**config.mk**
```make
export PLATFORM = sky130hd
export DESIGN_NAME = mul_add_seq
export DESIGN_NICKNAME = d
export VERILOG_FILES = /design/src/rtl/mul_add_seq.sv
export SDC_FILE = /design/constraint.sdc
export NUM_CORES = 1
export LEC_CHECK = 0
export CAP_MARGIN = 30
export CELL_PAD_IN_SITES_DETAIL_PLACEMENT = 1
export CELL_PAD_IN_SITES_GLOBAL_PLACEMENT = 1
export CORE_UTILIZATION = 42
export DETAILED_ROUTE_END_ITERATION = 10
export MAX_ROUTING_LAYER = met4
export PLACE_DENSITY = 0.79
export RECOVER_POWER = 50
export SYNTH_ARGS = -nofsm -noshare
export SYNTH_HDL_FRONTEND = slang
export SYNTH_SLANG_ARGS = --single-unit
```
**constraint.sdc**
```tcl
create_clock -name clk -period 3.4 [get_ports clk]
set_input_delay 0.85 -clock clk [delete_from_list [all_inputs] [get_ports clk]]
set_output_delay 0.85 -clock clk [all_outputs]
set_load 0.02 [all_outputs]
```
**src/rtl/mul_add_seq.sv**
```systemverilog
// mul_add_seq: sequential shift-add multiply-accumulate, product = mcand * mplier + addend
module mul_add_seq #(
  parameter int W = 8
) (
  input  logic           clk,
  input  logic           rst,
  input  logic           start,
  input  logic [W-1:0]   mcand,
  input  logic [W-1:0]   mplier,
  input  logic [W-1:0]   addend,
  output logic           busy,
  output logic           done,
  output logic [2*W-1:0] product
);
  localparam int CW = $clog2(W);
  typedef enum logic [1:0] {IDLE, BUSY, DONE} state_t;
  state_t state, state_nxt;
  logic [W-1:0] mc, mp;
  logic [2*W-1:0] acc, acc_nxt;
  logic [CW-1:0] cnt;
  logic accept, last;
  always_comb begin
    accept = (state != BUSY) && start;
    last = (state == BUSY) && (cnt == CW'(W - 1));
    acc_nxt = mp[cnt] ? acc + ({{W{1'b0}}, mc} << cnt) : acc;
    state_nxt = accept ? BUSY : last ? DONE : (state == BUSY) ? BUSY : IDLE;
  end
  always_ff @(posedge clk or negedge rst)
    if (!rst) state <= IDLE;
    else state <= state_nxt;
  always_ff @(posedge clk or negedge rst)
    if (!rst) begin
      mc <= '0;
      mp <= '0;
      acc <= '0;
      cnt <= '0;
      product <= '0;
    end else if (accept) begin
      mc <= mcand;
      mp <= mplier;
      acc <= {{W{1'b0}}, addend};
      cnt <= '0;
    end else if (state == BUSY) begin
      acc <= acc_nxt;
      cnt <= cnt + CW'(1);
      if (last) product <= acc_nxt;
    end
  assign busy = (state == BUSY);
  assign done = (state == DONE);
endmodule

```
Yosys cells after proc, flatten, opt, wreduce, memory -nomap -nowiden
Index checks and enable logic that the tools add are counted.
{"block": "op_classes", "muxes": 10, "addsub": 2, "bitwise": 1, "shift": 1, "reduce_logical": 4, "order_cmp": 1, "n_eq_ne": 4}
{"op": "$mux W16", "count": 3}
{"op": "$add A16 B16 Y16", "count": 1}
{"op": "$shl A8 B3 Y16", "count": 1}
{"op": "$mux W3", "count": 2}
{"op": "$lt A3 B4 Y1 const B", "count": 1}
{"op": "$mux W2", "count": 2}
{"op": "$add A3 B1 Y3 const B", "count": 1}
{"op": "$bmux W1 S3", "count": 1}
{"op": "$eq A3 B3 Y1 const B", "count": 1}
{"op": "$reduce_and A3 Y1", "count": 1}
{"op": "$eq A2 B1 Y1 const B", "count": 1}
{"op": "$eq A2 B2 Y1 const B", "count": 1}
{"op": "$logic_and A1 B1 Y1", "count": 2}
{"op": "$mux W1", "count": 2}
{"op": "$ne A2 B1 Y1 const B", "count": 1}
{"op": "$reduce_bool A2 Y1", "count": 1}
{"op": "$not A1 Y1", "count": 1}
{"block": "word_totals", "in_bits": 27, "register_bits": 53, "out_inout_bits": 18}

Logic depth before layout (Yosys ltp)
{"block": "depth", "depth_word": 5, "ltp_mapped": 14, "mapped_depth_nobuf": 13}

Least setup slack after synthesis
Ideal clock, no wire load.
{"block": "synth_timing", "path_type": "flip-flop to flip-flop", "startpoint": "reg cnt[0]", "endpoint": "reg product[12]", "setup_time_ps": 137, "arrival_ps": 2891, "stages_incl_launch_ff": 13, "slack_ps": 372, "required_time_ps": 3263, "n_path_buf": 2, "cell_sequence": "dfrtp_1 > clkbuf_1 > buf_1 > mux2i_1 > nor3_1 > fa_1 > a21oi_1 > o211ai_1 > a2111oi_0 > o21bai_1 > xor2_1 > mux2i_1 > a21oi_1"}
{"block": "synth_between", "elab_chain_cells": 3, "word_cells_on_any_way": 8}
{"item": "start: declaration", "line": "20", "source": "logic [CW-1:0] cnt;"}
{"item": "start signal: assignment", "line": "45", "source": "cnt <= cnt + CW'(1);"}
{"item": "$shl A8 B3 Y16 (tied with other cells)", "line": "25", "source": "acc_nxt = mp[cnt] ? acc + ({{W{1'b0}}, mc} << cnt) : acc;"}
{"item": "$add A16 B16 Y16 (tied with other cells)", "line": "25"}
{"item": "$mux W16 or $reduce_and A3 Y1 (tied branches)"}
{"item": "end signal: assignment", "line": "46", "source": "if (last) product <= acc_nxt;"}
{"item": "end: declaration", "line": "13", "source": "output logic [2*W-1:0] product"}
Several ways; a longest one is shown, not always the timed one. The select of a mux whose other input is x is not followed.
A chain may end at the register's enable or synchronous reset.

Worst setup path in the final report
{"block": "layout_timing", "startpoint": "reg cnt[1]", "endpoint": "reg product[12]"}
Same word-level chain as after synthesis.

==> key figures <==
Drt
  • Via-per-instance ratio: 5.62
  • Top sig layer: met4
  • Drt wl/cell: between 15 and 20 µm
  • DRT Wirelength: around 8500 µm
  • Post-route ant nets: 0
  • Drt first pass iters: 4
  • Vias: 2742
  • Initial detailed-routing violation count: 98
  • DRC Markers: 0
  • Wire length on met1: ~3800 µm
  • Routed wl met3: ~270 µm
  • Met2 WL post-DR: ~4300 µm

Clock tree
  • CTS Buffer Depth: 2
  • H-tree depth: 2
  • Clock slew at reported path FFs: 0.10 ns
  • CTS tree: done
  • CTS resizes: 0
  • Setup Buffers After CTS: 0
  • Num CTS Buffers: 5
  • Sink Count: 53
  • Root Buffer: clkbuf_8
  • Worst-skew pair later-pin latency: 0.31 ns
  • Hold buffer count at CTS: 0

Yosys
  • Synth Area in XOR/XNOR: 2.92%
  • Synth unique cells: 46
  • Area share of the largest cell type after synthesis: 40.2%
  • Synth Area in Compound Gates: between 10 and 15%
  • Mapped Avg Cell Area: 9.43 µm²
  • Area share of fa/ha/maj cells after synthesis: between 7 and 8%
  • Seq cells post-synth: 53
  • Top post-synthesis cells by area: dfrtp_1 (40%), mux2_2 (7.2%), ha_1 (6.4%)
  • Synth warn: 0
  • Largest area contributor in the netlist: dfrtp_1
  • Post-synth EDFFs: 0
  • Post-synthesis instance area: 3300 µm²
  • Mux contribution to synthesized area: ~15%
  • Post-synthesis sequential area ratio: about two fifths
  • Commonest register cell after synthesis: dfrtp_1
  • Syn_nets: 395
  • Synth async-reset ratio: 100%
  • Cells after synthesis: 350
  • Combinational family with the most area after synthesis: multiplexers
  • Simple-Gate Fraction of Synth Area: 15.3%

STA
  • Slew margin rel.: under 10%
  • Setup TNS: 0 ns
  • Setup Skew: between 0.006 and 0.007 ns
  • Worst-Margin Slew: 1.48 ns
  • Period utilization: 93.9%
  • RSZ-0062 raised after global routing: no
  • Final Hold Fails: 0
  • Setup violation total in the final timing report: 0
  • Fin Hold WS: 0.485 ns
  • Final Max Tran Viols: 0
  • Fmax: 313 MHz
  • Crit path time final: ~3.2 ns

Final layout
  • Fin nets: 433
  • N_diodes: 0
  • Most common cell after layout, fill and taps aside: dfrtp_1
  • Total of fill cells in the finished design: about 890
  • Share of layout cells above drive strength 1: 11.3%
  • Most frequent cells in the layout: dfrtp_1 (51), nand2_1 (40), clkdlybuf4s50_1 (38)
  • Area growth syn-to-layout: 19.2%

Floorplanning
  • I/O pin count: 45
  • Initial Util: 44.6%
  • Core ar.: 7410 µm²
  • Rows: 31
  • Die Y: 90.7 µm
  • Die ar.: 8220 µm²
  • Die extent in x: 90.7 µm

Hold path
  • Worst Hold Depth: 2
  • Hold Crit Endpoint: product[11]$_DFFE_PN0P_
  • Hold Path Origin: product[11]$_DFFE_PN0P_
  • Hold crit path type: reg -> reg

Worst setup path
  • R2R Setup Slk: 0.21 ns
  • CP Class: reg -> reg
  • Cell chain of the critical path: mux2i_1 -> mux2_2 -> o22ai_1 -> ha_1 -> a21oi_1 -> o211ai_1 -> a2111oi_0 -> o21bai_1 -> xor2_1 -> mux2i_1 -> a21oi_1
  • Crit path max fanout: 13
  • Reg2reg path depth: 11
  • Worst EP arrival: 3.43 ns
  • CP endpoint kind: flop
  • Crit path largest cell delay: 0.53 ns
  • Crit path launch type: flop
  • Slowest CP cell: dfrtp_2
  • R2r endpoint: product[12]$_DFFE_PN0P_
  • Reg2reg start: cnt[1]$_DFFE_PN0P_
  • Worst EP required: 3.64 ns

Global routing
  • Antenna violations before repair: 0
  • GRT overflow: 0
  • Largest net degree at the start of global routing: 29
  • Vias in the first global route: 2965
  • GRT Overall Usage: 22.9%
  • First-pass GRT wire length: between 10000 and 15000 µm

Place
  • GP Congestion: 0.891
  • Dpl hpwl: between 6000 and 7000 µm
  • I/O Buffers: 44

Flow run
  • Max-Cap Viols: 0

Run status
  • Status: completed
[worst max path at each step]
stage          slack, ns                 endpoint          startpoint
3_5_place_dp        0.16  product[12]$_DFFE_PN0P_  cnt[1]$_DFFE_PN0P_
3_3_place_gp        0.32  product[12]$_DFFE_PN0P_  cnt[0]$_DFFE_PN0P_
2_1_floorplan       0.37  product[12]$_DFFE_PN0P_  cnt[0]$_DFFE_PN0P_
4_1_cts             0.07  product[12]$_DFFE_PN0P_  cnt[1]$_DFFE_PN0P_
5_1_grt             0.04  product[12]$_DFFE_PN0P_  cnt[1]$_DFFE_PN0P_
6_report            0.21  product[12]$_DFFE_PN0P_  cnt[1]$_DFFE_PN0P_
[logic make-up (layout without fill, tap and decap cells)]
logic type      Yosys count  in the layout
compound gates           83             83
xor+xnor                 11             11
mux                      44             44
flops                    53             53
buf+inv                  27             66
simple gates            114            114
fa+ha+maj                18             18
[final cells by class]
type                            instances  area, µm²  share of cell area, %
Multi-Input combinational cell        270       1830                   46.4
Sequential cell                        53       1330                   33.7
Timing Repair Buffer                   52        500                   12.7
Tap cell                               99        124                   3.15
Clock buffer                            5       68.8                   1.75
Clock inverter                          3       65.1                   1.65
Inverter                                6       22.5                  0.572
[cell usage after synthesis, types with 2 or more instances]
library cell	number
a211oi_1	3
a21oi_1	22
and2_1	3
and3_1	3
buf_1	2
buf_2	3
buf_6	3
clkbuf_1	11
dfrtp_1	53
ha_1	17
inv_1	5
mux2_2	21
mux2i_1	20
mux4_2	2
nand2_1	40
nand2b_1	3
nand3_1	17
nor2_1	34
nor2b_1	3
nor3_1	6
o211ai_1	2
o21a_1	3
o21ai_0	18
o21ai_1	10
o21bai_1	2
o22ai_1	12
o31ai_1	4
xnor2_1	2
xor2_1	9
[flip-flops by register name, indices dropped and copies added, names as in the netlist]
signal / flops
acc: 16
cnt: 3
mc: 8
mp: 8
product: 16
state: 2
[stage by stage]
stage | std cells | setup WS, ns | utilization [%] | area [µm²]
finish | 488 | 0.206 | 53.1 | 3940
global route | 488 | 0.0375 | 53.1 | 3940
CTS | 488 | 0.0699 | 53.2 | 3940
detailed placement | 480 | 0.155 | 51.4 | 3810
global placement | 480 | 0.317 | 51.4 | 3810
floorplan | 350 | 0.372 | - | 3300
[per-layer routing]
layer,GRT usage [%],vias up
li1,-,1318
met1,27.6,1359
met2,39.7,51
met3,3.79,14
met4,6.18,0
met5,-,-
[worst max-delay path: cells and delay by family (launching register included)]
| family | cells | cell delay [ns] |
|---|---|---|
| AOI/OAI and AO/OA | 6 | 1.45 |
| DFF | 1 | 0.53 |
| adders and majority gates | 1 | 0.30 |
| xor gates and xnor gates | 1 | 0.24 |
| muxes | 3 | 0.60 |
Power is left out: the tool's default activity adds up to more than one toggle a clock period on the data nets, which glitch-free logic cannot reach.
